--- src/rtl/soc_cpu_4_oci_dct_packer.sv ---
// Trace symbol packer: gathers up to 15 two-bit symbols into a 30-bit frame and
// hands it to a consumer, with flush, idle timeout and session-close handling.
module soc_cpu_4_oci_dct_packer #(
  parameter int unsigned FLUSH_TIMEOUT = 255
) (
  input  logic        clk,
  input  logic        reset,
  input  logic        sym_valid,
  input  logic [1:0]  sym_data,
  output logic        sym_ready,
  input  logic        flush,
  input  logic        test_end_req,
  output logic [29:0] dct_buffer,
  output logic [3:0]  dct_count,
  output logic        frame_valid,
  input  logic        frame_ready,
  output logic        test_ending,
  output logic        test_has_ended
);

  typedef enum logic [1:0] {
    ACCUM = 2'd0,
    OUT   = 2'd1,
    DONE  = 2'd2
  } state_e;

  localparam logic [7:0] TIMEOUT = 8'(FLUSH_TIMEOUT);
  localparam logic [3:0] FULL    = 4'd15;

  state_e      state_q;
  logic [29:0] buf_q;
  logic [3:0]  count_q;
  logic        frame_valid_q;
  logic        end_pending_q;
  logic        test_ending_q;
  logic        test_has_ended_q;
  logic [7:0]  idle_q;

  logic        accept;
  logic [29:0] buf_d;
  logic [3:0]  count_d;
  logic [7:0]  idle_d;

  // sym_ready is the one combinational output so a symbol can be taken in the
  // same cycle it is offered; it is forced low while reset is applied.
  assign sym_ready = (state_q == ACCUM) && !end_pending_q && !reset;
  assign accept    = sym_valid && sym_ready;
  assign buf_d     = {buf_q[27:0], sym_data};
  assign count_d   = count_q + 4'd1;
  assign idle_d    = idle_q + 8'd1;

  // NOTE: every register here uses non-blocking assignments so all state updates
  // see the pre-edge values; mixing in blocking writes would create ordering races.
  always_ff @(posedge clk) begin
    if (reset) begin
      state_q          <= ACCUM;
      buf_q            <= '0;
      count_q          <= '0;
      frame_valid_q    <= 1'b0;
      end_pending_q    <= 1'b0;
      test_ending_q    <= 1'b0;
      test_has_ended_q <= 1'b0;
      idle_q           <= '0;
    end else begin
      if (test_end_req) begin
        end_pending_q <= 1'b1;
        test_ending_q <= 1'b1;
      end

      unique case (state_q)
        ACCUM: begin
          if (accept) begin
            buf_q   <= buf_d;
            count_q <= count_d;
            idle_q  <= '0;
          end

          if (end_pending_q) begin
            // No symbol can be accepted here, so count_q is the final frame size.
            idle_q <= '0;
            if (count_q != 4'd0) begin
              state_q       <= OUT;
              frame_valid_q <= 1'b1;
            end else begin
              state_q          <= DONE;
              test_has_ended_q <= 1'b1;
            end
          end else if (accept) begin
            if (count_d == FULL || flush) begin
              state_q       <= OUT;
              frame_valid_q <= 1'b1;
            end
          end else if (count_q != 4'd0) begin
            if (flush || idle_d == TIMEOUT) begin
              state_q       <= OUT;
              frame_valid_q <= 1'b1;
              idle_q        <= '0;
            end else begin
              idle_q <= idle_d;
            end
          end
        end

        OUT: begin
          if (frame_ready) begin
            buf_q         <= '0;
            count_q       <= '0;
            frame_valid_q <= 1'b0;
            if (end_pending_q || test_end_req) begin
              state_q          <= DONE;
              test_has_ended_q <= 1'b1;
            end else begin
              state_q <= ACCUM;
            end
          end
        end

        DONE: begin
          frame_valid_q <= 1'b0;
        end

        default: begin
          state_q <= ACCUM;
        end
      endcase
    end
  end

  assign dct_buffer     = buf_q;
  assign dct_count      = count_q;
  assign frame_valid    = frame_valid_q;
  assign test_ending    = test_ending_q;
  assign test_has_ended = test_has_ended_q;

endmodule

--- config.mk ---
export PLATFORM = sky130hd
export DESIGN_NAME = soc_cpu_4_oci_dct_packer
export DESIGN_NICKNAME = d
export VERILOG_FILES = /design/src/rtl/soc_cpu_4_oci_dct_packer.sv
export SDC_FILE = /design/constraint.sdc
export NUM_CORES = 1
export LEC_CHECK = 0
export ABC_CLOCK_PERIOD_IN_PS = 2350
export BUFFER_PORTS_ARGS = -buffer_cell sky130_fd_sc_hd__buf_4
export CAP_MARGIN = 5
export CORE_AREA = 2 2 69 87
export CTS_BUF_LIST = sky130_fd_sc_hd__clkbuf_4 sky130_fd_sc_hd__clkbuf_8
export DETAILED_ROUTE_END_ITERATION = 7
export DIE_AREA = 0 0 71 89
export GPL_TIMING_DRIVEN = 1
export PLACE_DENSITY = 0.71
export SLEW_MARGIN = 20
export SYNTH_ARGS = -nofsm -noshare
export SYNTH_HDL_FRONTEND = slang
export SYNTH_SLANG_ARGS = --single-unit
--- constraint.sdc ---
create_clock -name clk -period 2.35 [get_ports clk]
set_clock_uncertainty 0.2 [all_clocks]
set_input_delay 0 -clock clk [delete_from_list [all_inputs] [get_ports clk]]
set_output_delay 0 -clock clk [all_outputs]
set_load 0.1 [all_outputs]
# Word level (Yosys, flattened, before mapping)
# Index checks and enable logic that the tools add are counted.
dict set report totals {
  ff_bits 47
  latch_bits 0
  ram_bits 0
  romBits 0
  input_bits 8
  output_inout_bits 38
  word_cells 73
  mem_count 0
}
dict set report op_classes {
  add_sub_neg 2
  mul 0
  div_mod_pow 0
  order_cmp 0
  eq_ne 14
  n_shift 0
  muxes 33
  bitwise_logic 1
  reduce_logical 16
}
# op count
set ops {}
lappend ops {{30-bit two-way mux} 2}
lappend ops {{30-bit case mux with 2 select lines} 1}
lappend ops {{8-bit two-way mux} 5}
lappend ops {{2-bit two-way mux} 8}
lappend ops {{4-bit by 3-bit inequality test with 1-bit output, second input constant} 3}
lappend ops {{1-bit two-way mux} 11}
lappend ops {{2-bit inequality test, second input constant} 5}
lappend ops {{5-bit AND reduction} 2}
lappend ops {{8-bit by 1-bit adder with 8-bit output, second input constant} 1}
lappend ops {{8-bit == test, second input constant} 1}
lappend ops {{4-bit two-way mux} 2}
lappend ops {{4-bit case mux with 2 select lines} 1}
lappend ops {{3-bit by 2-bit inequality test with 1-bit output, second input constant} 2}
lappend ops {{2-bit case mux with 3 select lines} 1}
lappend ops {{6-bit AND reduction} 1}
lappend ops {{4-bit by 1-bit adder with 4-bit output, second input constant} 1}
lappend ops {{4-bit == test, second input constant} 1}
lappend ops {{4-bit nonzero test} 1}
lappend ops {{1-bit logical AND} 3}
lappend ops {{1-bit logical OR} 3}
lappend ops {{1-bit case mux with 3 select lines} 1}
lappend ops {{3-bit AND reduction} 1}
lappend ops {{3-bit nonzero test} 1}
lappend ops {{2-bit by 1-bit == test with 1-bit output, second input constant} 1}
lappend ops {{other kinds (6)} 7}

# Depth between registers and ports, before layout
# Gate-level depths: netlist of the first run.
dict set report logic_depth {
  ltp_word 8
  ltp_mapped 10
  mapped_depth_nobuf 8
}

# Worst setup path before layout of the first run
# No wires, ideal clock.
dict set report synth_path {
  path_type {register to register}
  from {reg count_q[1], in the netlist dct_count[1]}
  to {reg state_q[0]}
  setup_ns 0.087
  arrival_time_ns 2.435
  required_time_ns 2.063
  setup_slack_ns -0.372
  path_stages_with_launch 8
  path_buffers 0
  synth_period_minus_slack_ns 2.722
  cell_sequence {dfxtp_1 ha_1 nor2b_1 a21oi_1 o21ai_0 nand3_1 or4_1 o31ai_1}
}
dict set report synth_between {
  elab_chain_cells 5
  elab_cells_between_ends 10
  classes_between {1 x add/sub; 3 x eq/ne; 3 x mux; 3 x reduce/logical}
}
# element line
set synth_lines {}
lappend synth_lines {{start, declared} 32} ;# logic [3:0] count_q;
lappend synth_lines {{start signal, assigned} 74} ;# count_q <= count_d;
lappend synth_lines {{4-bit by 1-bit adder with 4-bit output} 49} ;# assign count_d = count_q + 4'd1;
lappend synth_lines {{4-bit == test} 89} ;# if (count_d == FULL || flush) begin
lappend synth_lines {{1-bit logical OR} 89}
lappend synth_lines {{4-bit by 3-bit inequality test with 1-bit output (no source line)} --}
lappend synth_lines {{5-bit AND reduction (no source line)} --}
lappend synth_lines {{end signal, assigned} 85} ;# state_q <= DONE;
lappend synth_lines {{end signal, assigned} 90} ;# state_q <= OUT;
lappend synth_lines {{end signal, assigned} 95} ;# state_q <= OUT;
lappend synth_lines {{end, declared} 30} ;# state_e state_q;
# Parallel ways exist; a longest one is shown, timed or not.
# A chain may end at the register's enable or synchronous reset.

# Final worst setup path of the first run
# Same ends and word-level chain as after synthesis.

==> metrics.md, run 1 <==
| Metric | Value |
|---|---|
| Status | `completed` |
| Worst Path Arrival | `2240 ps` |
| Number of distinct library cells after synthesis | `44` |
| Largest net degree at the start of global routing | `35` |
| Ys Warns | `0` |
| Vias post-DR | `1986` |
| Mapped Area | `0.00214 mm²` |
| I/O pins | `46` |
| EDFF count, synth | `0` |
| Critical path capture point type | `register` |
| CTS tree | `done` |
| Syn nets | `267` |
| M1 WL | `2.09 mm` |
| P_leak | `1.15 nW` |
| 1st-iter DRT viols | `97` |
| Pins Over Slew Limit | `0` |
| Core box area | `0.00544 mm²` |
| Clock Latency Late Sink | `300 ps` |
| DRC viols | `0` |
| ANT cells | `0` |
| Cell count after synthesis | `250` |
| WL per Instance | `13.1 µm` |
| CP max stage delay | `500 ps` |
| Clock root buffer master | `clkbuf_8` |
| CP Max Fanout | `7` |
| Chip width | `71 µm` |
| Post-synthesis sequential area ratio | `0.440` |
| Most frequent cells in the layout | `buf_4, nor2_1, dfxtp_1, a22oi_1, nand2_1` |
| Synth-to-Final Area Change | `29.7%` |
| Clock Tree Buf Depth | `2` |
| Min Tclk post-route | `2230 ps` |
| Type of the worst min-delay path | `input pin to register` |
| Number of H-tree levels | `2` |
| # rows | `30` |
| Slowest cell on the critical path | `or4_1` |
| Crit path kind | `register to register` |
| Tcrit/Tclk final | `0.947` |
| CP cell instances | `ha_1 -> nor2b_1 -> a21oi_1 -> o21ai_0 -> nand3_1 -> or4_1 -> o31ai_1` |
| Port Buffers | `45` |
| Ys async rst share | `0` |
| Detailed Place HPWL | `3.24 mm` |
| Normalized max-slew margin | `0.663` |
| DIE AREA | `0.00632 mm²` |
| Met3 WL | `235 µm` |
| RSZ-0062 raised after global routing | `no` |
| Layout cells sized above 1 | `0.264` |
| Critical path startpoint category | `register` |
| Final hold violations | `0` |
| Total GRT Usage | `0.160` |
| Initial Util | `0.393` |
| Maxcap violations | `0` |
| Final setup viols | `0` |
| Max VDD drop | `0.667 mV` |
| Die H | `89 µm` |
| Final Wtd Congestion | `0.826` |
| PwrDens | `826 mW/mm²` |
| Fin Hold WS | `188 ps` |
| Gr ovfl total | `0` |
| Total CTS buffers | `5` |
| Via/cell ratio | `5.41` |
| Met2 routed WL | `2.41 mm` |
| Fmax | `449 MHz` |
| Reg clk slew, reported paths | `90 ps` |
| Number of nets in the final layout | `319` |
| Vias in the first global route | `1837` |
| Primary FF master, synth | `dfxtp_1` |
| Antenna-violating nets left | `0` |
| Critical Path RT | `2360 ps` |
| Sum of negative setup slack | `0 ps` |
| Most common cell after layout, fill and taps aside | `buf_4` |
| Drt total wl | `4.80 mm` |
| Total power | `2.29 mW` |
| Final core utilization | `0.510` |
| Mean post-synth cell area | `8.56 µm²` |
| Initial DRT Pass Iterations | `4` |
| Slew @ Worst Pin | `504 ps` |
| First-pass GRT wire length | `8.23 mm` |
| Top sig layer | `met4` |
| Initial antenna violation count | `0` |
| #FFs+latches synth | `47` |
| Clock sinks | `47` |
-- through the flow --
step,instance area [µm²],std cells,worst slack (ps)
2_1_floorplan,2140,250,7.82
3_3_place_gp,2560,351,176
3_5_place_dp,2560,351,112
4_1_cts,2760,366,97.6
5_1_grt,2780,367,18.6
6_report,2780,367,124
-- routing by layer --
layer,up-vias,global-route usage
li1,985,-
met3,4,0.0440
met4,0,0.0583
met1,962,0.189
met5,-,0
met2,35,0.278
-- sequential cells by signal, summed over array words and instances (netlist names) --
register / count
dct_buffer: 30
dct_count: 4
frame_valid: 1
idle_q: 8
state_q: 2
test_ending: 1
test_has_ended: 1
-- layout make-up --
cell class / instances / area (µm²)
Timing Repair Buffer: 60 / 480
Fill cell: 516 / 2670
Tap cell: 64 / 80.1
Inverter: 9 / 33.8
Multi-Input combinational cell: 179 / 1110
Clock inverter: 2 / 38.8
Sequential cell: 47 / 947
Clock buffer: 6 / 82.6
-- cells in the mapped netlist (all sizes together), types with 2 or more instances --
master / count / area share
a21boi: 2 / 0.0088
a21oi: 13 / 0.032
a22oi: 32 / 0.11
a31oi: 2 / 0.0058
and2: 3 / 0.0088
buf: 9 / 0.022
clkbuf: 6 / 0.011
dfxtp: 47 / 0.44
ha: 9 / 0.053
inv: 9 / 0.016
nand2: 15 / 0.027
nand2b: 2 / 0.0058
nand3: 8 / 0.019
nor2: 45 / 0.079
nor2b: 6 / 0.018
nor3: 8 / 0.023
o21a: 3 / 0.011
o21ai: 11 / 0.026
o31ai: 2 / 0.0094
or2: 2 / 0.0058
-- cell families (layout without fill, tap and decap cells) --
family / count (synthesis) / in the layout / synth area share
buffers and inverters: 24 / 77 / 0.0479
flip-flops: 47 / 47 / 0.440
adder cells (fa/ha/maj): 9 / 9 / 0.0526
AND/OR/NAND/NOR: 98 / 98 / 0.219
AO/OA/AOI/OAI: 71 / 71 / 0.236
multiplexers: 1 / 1 / 0.00468
-- what timing repair did --
| action | 4_1_cts | 5_1_grt |
|---|---|---|
| hold endpoints to repair | 20 | 0 |
| setup endpoints to repair | 0 | 6 |
| hold buffers | 7 | 0 |
| setup buffers | 0 | 1 |
| gates resized for setup | 0 | 3 |
-- power by group --
group	switching [mW]	leakage (nW)	total [mW]	internal, mW
Clock	0.286	0.0618	0.636	0.350
Sequential	0.0308	0.382	0.864	0.833
Combinational	0.536	0.703	0.793	0.256
Total	0.853	1.15	2.29	1.44
-- final timing paths --
| kind | from | slack (ps) | cells past startpoint | endpoint |
|---|---|---|---|---|
| hold / removal | sym_valid | 190 | 6 | dct_count[2]$_SDFFE_PP0P_ |
| hold reg to reg | frame_valid$_SDFFE_PP0P_ | 290 | 2 | frame_valid$_SDFFE_PP0P_ |
| setup reg to reg | dct_count[1]$_SDFFE_PP0P_ | 120 | 7 | state_q[0]$_SDFFE_PP0P_ |
| setup / recovery | dct_count[1]$_SDFFE_PP0P_ | 120 | 7 | state_q[0]$_SDFFE_PP0P_ |
-- critical path: cells and delay by family, from the launching register on --
kind / cells / cell delay, ps
AND/OR/NAND/NOR: 3 / 900
AO/OA/AOI/OAI: 3 / 420
flip-flops: 1 / 390
adder cells (fa/ha/maj): 1 / 220
Power figures use the tool's default switching activity.
==> run 2, diff against run 1 <==
==> constraint.sdc (replaced) <==
create_clock -name clk -period 2.35 [get_ports clk]
set_clock_uncertainty 0.2 [all_clocks]
set_input_delay 0.47 -clock clk [delete_from_list [all_inputs] [get_ports clk]]
set_output_delay 0.47 -clock clk [all_outputs]
set_load 0.1 [all_outputs]
==> metrics.md, run 2 (same netlist as run 1, synthesis figures left out) <==
| Metric | Value |
|---|---|
| Clock Latency Late Sink | `290 ps (was 300 ps)` |
| PwrDens | `824 mW/mm² (was 826 mW/mm²)` |
| Number of nets in the final layout | `312 (was 319)` |
| Logic pwr share | `0.352 (was 0.346)` |
| Tcrit/Tclk final | `0.953 (was 0.947)` |
| Antenna-violating nets left | `0 (unchanged)` |
| Maxcap violations | `0 (unchanged)` |
| Max VDD drop | `0.510 mV (was 0.667 mV)` |
| Via/cell ratio | `5.35 (was 5.41)` |
| Initial Util | `0.393 (unchanged)` |
| Chip width | `71 µm (unchanged)` |
| Most frequent cells in the layout | `buf_4, nor2_1, dfxtp_1, a22oi_1, nand2_1 (unchanged)` |
| Critical Path RT | `1680 ps (was 2360 ps)` |
| Clock Tree Buf Depth | `2 (unchanged)` |
| CP Max Fanout | `6 (was 7)` |
| Final hold violations | `0 (unchanged)` |
| Clock power share | `0.260 (was 0.278)` |
| DIE AREA | `0.00632 mm² (unchanged)` |
| R2R depth | `7 (unchanged)` |
| Reg clk slew, reported paths | `80 ps (was 90 ps)` |
| Crit path kind | `register to primary output (was register to register)` |
| Critical path startpoint category | `register (unchanged)` |
| Core box area | `0.00544 mm² (unchanged)` |
| Flop pwr share | `0.388 (was 0.377)` |
| Detailed Place HPWL | `3.21 mm (was 3.24 mm)` |
| CTS tree | `done (unchanged)` |
| Initial DRT Pass Iterations | `4 (unchanged)` |
| Initial antenna violation count | `0 (unchanged)` |
| Clock root buffer master | `clkbuf_8 (unchanged)` |
| Type of the worst min-delay path | `input pin to register (unchanged)` |
| Dpl ws | `180 ps (was 112 ps)` |
| Status | `completed (unchanged)` |
| Worst Path Arrival | `1570 ps (was 2240 ps)` |
| Gr ovfl total | `0 (unchanged)` |
| CP max stage delay | `340 ps (was 500 ps)` |
| Vias post-DR | `1919 (was 1986)` |
| Fmax | `447 MHz (was 449 MHz)` |
| Post-CTS Hold Fix Bufs | `0 (was 7)` |
| Final Worst Setup Slack | `111 ps (was 124 ps)` |
| Vias in the first global route | `1770 (was 1837)` |
| Total GRT Usage | `0.150 (was 0.160)` |
| CP Depth | `5 (was 7)` |
| Port Buffers | `45 (unchanged)` |
| Critical path capture point type | `primary output (was register)` |
| PostCTS Resize Cnt | `0 (unchanged)` |
| # rows | `30 (unchanged)` |
| Synth-to-Final Area Change | `26.3% (was 29.7%)` |
| Largest net degree at the start of global routing | `35 (unchanged)` |
| Psw | `0.822 mW (was 0.853 mW)` |
| Placed insts | `352 (was 351)` |
| Normalized max-slew margin | `0.679 (was 0.663)` |
| Final cell count without fillers | `359 (was 367)` |
| I/O pins | `46 (unchanged)` |
| Layout cells sized above 1 | `0.264 (about the same)` |
| RSZ-0062 raised after global routing | `no (unchanged)` |
| DRC viols | `0 (unchanged)` |
| Hold Path Depth | `3 (was 6)` |
| 1st-iter DRT viols | `73 (was 97)` |
| Number of flip-flops under the largest register name | `30 (unchanged)` |
| Slew @ Worst Pin | `481 ps (was 504 ps)` |
| Int Pwr | `1.40 mW (was 1.44 mW)` |
| Fin Hold WS | `197 ps (was 188 ps)` |
| Net Sw Frac | `0.369 (was 0.372)` |
| Pins Over Slew Limit | `0 (unchanged)` |
| Post-CTS Setup Bufs | `0 (unchanged)` |
| Number of H-tree levels | `2 (unchanged)` |
| Clock sinks | `47 (unchanged)` |
| Fillers | `524 (was 516)` |
| Final Wtd Congestion | `0.831 (was 0.826)` |
| ANT cells | `0 (unchanged)` |
| Drt total wl | `4.59 mm (was 4.80 mm)` |
| Final setup viols | `0 (unchanged)` |
| CP delay by family, top | `buffers and inverters (was simple AND/OR/NAND/NOR gates)` |
| Total CTS buffers | `5 (unchanged)` |
| CP cell instances | `inv_1 -> ha_1 -> nand2b_1 -> nor2_2 -> buf_4 (was ha_1 -> nor2b_1 -> a21oi_1 -> o21ai_0 -> nand3_1 -> or4_1 -> o31ai_1)` |
| Sum of negative setup slack | `0 ps (unchanged)` |
| First-pass GRT wire length | `7.77 mm (was 8.23 mm)` |
| Slowest cell on the critical path | `dfxtp_1 (was or4_1)` |
| WL per Instance | `12.8 µm (was 13.1 µm)` |
| Die H | `89 µm (unchanged)` |
| Min Tclk post-route | `2240 ps (was 2230 ps)` |
| P_leak | `1.11 nW (was 1.15 nW)` |
| Most common cell after layout, fill and taps aside | `buf_4 (unchanged)` |
| CP bufs+invs | `2 (was 0)` |
## run 2: cell count changes in the layout (fill, tap and decap cells not counted), sizes merged
cell / change
dlygate4sd3: -7
inv: -1
clkinvlp: +1
clkbuf: -1
## run 2: layout make-up
class	count	area, µm²	share of cell area
Multi-Input combinational cell	179	1110	0.412
Sequential cell	47	946	0.350
Timing Repair Buffer	53	423	0.157
Tap cell	64	80.1	0.0296
Clock buffer	5	68.8	0.0255
Clock inverter	2	37.5	0.0139
Inverter	9	33.8	0.0125
## run 2: power groups by stage
stage	registers, mW	logic (mW)	clock network (mW)
floorplan	1.02	0.433	0
global placement	0.880	0.787	0
detailed placement	0.883	0.790	0
CTS	0.864	0.793	0.594
global route	0.870	0.863	0.617
finish	0.863	0.785	0.579
## run 2: path summary, 6_finish.rpt
kind / slack [ps] / from / endpoint
worst max register to register: 120 / idle_q[1]$_SDFFE_PP0N_ / state_q[0]$_SDFFE_PP0P_
worst min-delay path: 200 / test_end_req / test_ending$_SDFFE_PP0P_
worst max-delay path: 110 / state_q[0]$_SDFFE_PP0P_ / sym_ready
worst min register to register: 290 / frame_valid$_SDFFE_PP0P_ / frame_valid$_SDFFE_PP0P_
## run 2: layer usage
metal,global-route usage,vias to the layer above,part of all wire
met5,0,-,0
met1,0.178,907,0.45
met2,0.266,41,0.50
li1,-,967,-
met3,0.0327,4,0.044
met4,0.0566,0,0.013
## run 2: per-stage QoR
step	cell area (µm²)	util	total power, mW
final	2700	0.496	2.23
after global routing	2700	0.496	2.35
after CTS	2690	0.495	2.25
after detailed placement	2590	0.475	1.67
after global placement	2590	0.475	1.67
after floorplan	2150	-	1.45
## run 2: worst reg2reg max path, stage by stage (launching register included)
cell      delay (ps)
dfxtp_1          480
ha_1             260
nor2b_1          190
nand2_1           90
o2bb2a_4         240
a21boi_2          90
or4_1            500
o31ai_1           90
==> run 3, diff against run 2 <==
Settings changed: ABC_CLOCK_PERIOD_IN_PS 2350 to 2200, CTS_CLUSTER_SIZE set to 40, RECOVER_POWER set to 25.
Clock period 2.35 ns to 2.2 ns, I/O delays scaled along.
==> metrics.md, run 3 (same netlist as run 1, synthesis figures left out) <==
| Metric | Value |
|---|---|
| Status | `completed (unchanged)` |
| Vias in the first global route | `1685 (was 1770)` |
| Critical path startpoint category | `register (unchanged)` |
| Final core utilization | `0.487 (was 0.496)` |
| Final setup viols | `0 (unchanged)` |
| CP Max Fanout | `4 (was 6)` |
| Fillers | `541 (was 524)` |
| Final Wtd Congestion | `0.791 (was 0.831)` |
| Clock Tree Buf Depth | `2 (unchanged)` |
| RR Startpoint | `state_q[0]$_SDFFE_PP0P_ (was idle_q[1]$_SDFFE_PP0N_)` |
| Core box area | `0.00544 mm² (unchanged)` |
| Sum of negative setup slack | `0 ps (unchanged)` |
| Antenna-violating nets left | `0 (unchanged)` |
| R2R depth | `8 (was 7)` |
| Chip width | `71 µm (unchanged)` |
| Top sig layer | `met4 (unchanged)` |
| Number of flip-flops under the largest register name | `30 (unchanged)` |
| Vias post-DR | `1928 (was 1919)` |
| Synth-to-Final Area Change | `23.8% (was 26.3%)` |
| First-pass GRT wire length | `7.64 mm (was 7.77 mm)` |
| ANT cells | `0 (unchanged)` |
| Initial antenna violation count | `0 (unchanged)` |
| Port Buffers | `45 (unchanged)` |
| Fin Hold WS | `172 ps (was 197 ps)` |
| RSZ-0062 raised after global routing | `no (unchanged)` |
| Hold Path Depth | `3 (unchanged)` |
| Worst Path Arrival | `2070 ps (was 1570 ps)` |
| Drt total wl | `4.69 mm (was 4.59 mm)` |
| Post-CTS Hold Fix Bufs | `0 (unchanged)` |
| PwrDens | `868 mW/mm² (was 824 mW/mm²)` |
| Largest net degree at the start of global routing | `49 (was 35)` |
| Final hold violations | `0 (unchanged)` |
| Total CTS buffers | `5 (unchanged)` |
| Most frequent cells in the layout | `nor2_1, dfxtp_1, a22oi_1, buf_4, clkbuf_2 (was buf_4, nor2_1, dfxtp_1, a22oi_1, nand2_1)` |
| WL per Instance | `13.0 µm (was 12.8 µm)` |
| Max VDD drop | `0.506 mV (was 0.510 mV)` |
| Via/cell ratio | `5.34 (was 5.35)` |
| Critical path capture point type | `register (was primary output)` |
| CTS tree | `done (unchanged)` |
| I/O pins | `46 (unchanged)` |
| Reg-to-Reg End | `state_q[0]$_SDFFE_PP0P_ (unchanged)` |
| Post-CTS Setup Bufs | `0 (unchanged)` |
| Initial DRT Pass Iterations | `4 (unchanged)` |
| Post-route cell area | `0.00265 mm² (was 0.00270 mm²)` |
| Initial Util | `0.393 (unchanged)` |
| # rows | `30 (unchanged)` |
| Worst Hold Path EP | `test_ending$_SDFFE_PP0P_ (unchanged)` |
| Maxcap violations | `0 (unchanged)` |
| Placed instance area | `0.00260 mm² (was 0.00259 mm²)` |
| Hold_sp | `test_end_req (unchanged)` |
| PostCTS Resize Cnt | `0 (unchanged)` |
| Reg clk slew, reported paths | `90 ps (was 80 ps)` |
| Number of nets in the final layout | `313 (was 312)` |
| Type of the worst min-delay path | `input pin to register (unchanged)` |
| Total GRT Usage | `0.147 (was 0.150)` |
| Layout cells sized above 1 | `0.276 (was 0.264)` |
| Dpl ws | `124 ps (was 180 ps)` |
| DRC viols | `0 (unchanged)` |
| Slew @ Worst Pin | `939 ps (was 481 ps)` |
| Clock sinks | `47 (unchanged)` |
| Fmax | `483 MHz` |
| Gr ovfl total | `0 (unchanged)` |
| Tcrit/Tclk final | `0.941` |
| Min Tclk post-route | `2070 ps` |
| Met2 routed WL | `2.14 mm (was 2.28 mm)` |
| CP cell instances | `inv_1 -> ha_1 -> nand4bb_1 -> a311oi_1 -> o21ai_1 -> nand3_1 -> or4_1 -> o31ai_1 (was inv_1 -> ha_1 -> nand2b_1 -> nor2_2 -> buf_4)` |
| DIE AREA | `0.00632 mm² (unchanged)` |
| Die H | `89 µm (unchanged)` |
| Detailed Place HPWL | `3.13 mm (was 3.21 mm)` |
| Pins Over Slew Limit | `0 (unchanged)` |
| Clock Latency Late Sink | `300 ps (was 290 ps)` |
| P_leak | `1.10 nW (was 1.11 nW)` |
| Most common cell after layout, fill and taps aside | `nor2_1 (was buf_4)` |
| Final cell count without fillers | `361 (was 359)` |
| Met3 WL | `250 µm (was 204 µm)` |
| Normalized max-slew margin | `0.374 (was 0.679)` |
| Slowest cell on the critical path | `or4_1 (was dfxtp_1)` |
| M1 WL | `2.25 mm (was 2.05 mm)` |
| Placed insts | `353 (was 352)` |
| Number of H-tree levels | `2 (unchanged)` |
| R2R setup slack | `130 ps (was 120 ps)` |
| Crit path kind | `register to register (was register to primary output)` |
| Total power | `2.30 mW (was 2.23 mW)` |
| Critical Path RT | `2200 ps (was 1680 ps)` |
| Clock root buffer master | `clkbuf_8 (unchanged)` |
| Final Worst Setup Slack | `131 ps (was 111 ps)` |
| CP max stage delay | `490 ps (was 340 ps)` |
| 1st-iter DRT viols | `66 (was 73)` |
-- run 3: cell count changes in the layout (fill, tap and decap cells not counted), sizes merged --
cell      previous run  this run
clkbuf               5        26
buf                 53        33
inv                  9        11
bufinv               1         0
clkinv               0         1
clkinvlp             1         0
-- run 3: final cells by class --
class                   count  area (µm²)  share of cell area
clock buffers               5        68.8              0.0260
clock inverters             3        22.5             0.00850
inverters                   9        33.8              0.0128
multi-input cells         179        1110               0.419
flip-flops and latches     47         952               0.359
well taps                  64        80.1              0.0302
repair buffers             54         382               0.144
-- run 3: power by group --
group,internal (mW),switching [mW],total (mW),leakage [nW]
clock network,0.230,0.304,0.534,0.0489
registers,0.890,0.0329,0.923,0.382
logic,0.270,0.573,0.843,0.668
total,1.39,0.909,2.30,1.10
-- run 3: how the worst max path moves through the flow --
stage	start	end	cells after the start
after floorplan	reset	sym_ready	3
after global placement	dct_count[0]$_SDFFE_PP0P_	state_q[0]$_SDFFE_PP0P_	8
after detailed placement	dct_count[1]$_SDFFE_PP0P_	state_q[0]$_SDFFE_PP0P_	7
after CTS	state_q[0]$_SDFFE_PP0P_	sym_ready	5
after global routing	state_q[0]$_SDFFE_PP0P_	state_q[0]$_SDFFE_PP0P_	8
final	state_q[0]$_SDFFE_PP0P_	state_q[0]$_SDFFE_PP0P_	8
-- run 3: worst max-delay path, delay by kind of cell (launching register included) --
family,cells,cell delay (ps)
AO/OA/AOI/OAI,3,270
adder cells (fa/ha/maj),1,250
buffers and inverters,1,90
flip-flops,1,370
AND/OR/NAND/NOR,3,800
-- run 3: routing by layer --
layer,vias to the layer above,track usage
li1,975,-
met1,909,0.187
met5,-,0
met3,4,0.0395
met2,40,0.246
met4,0,0.0463
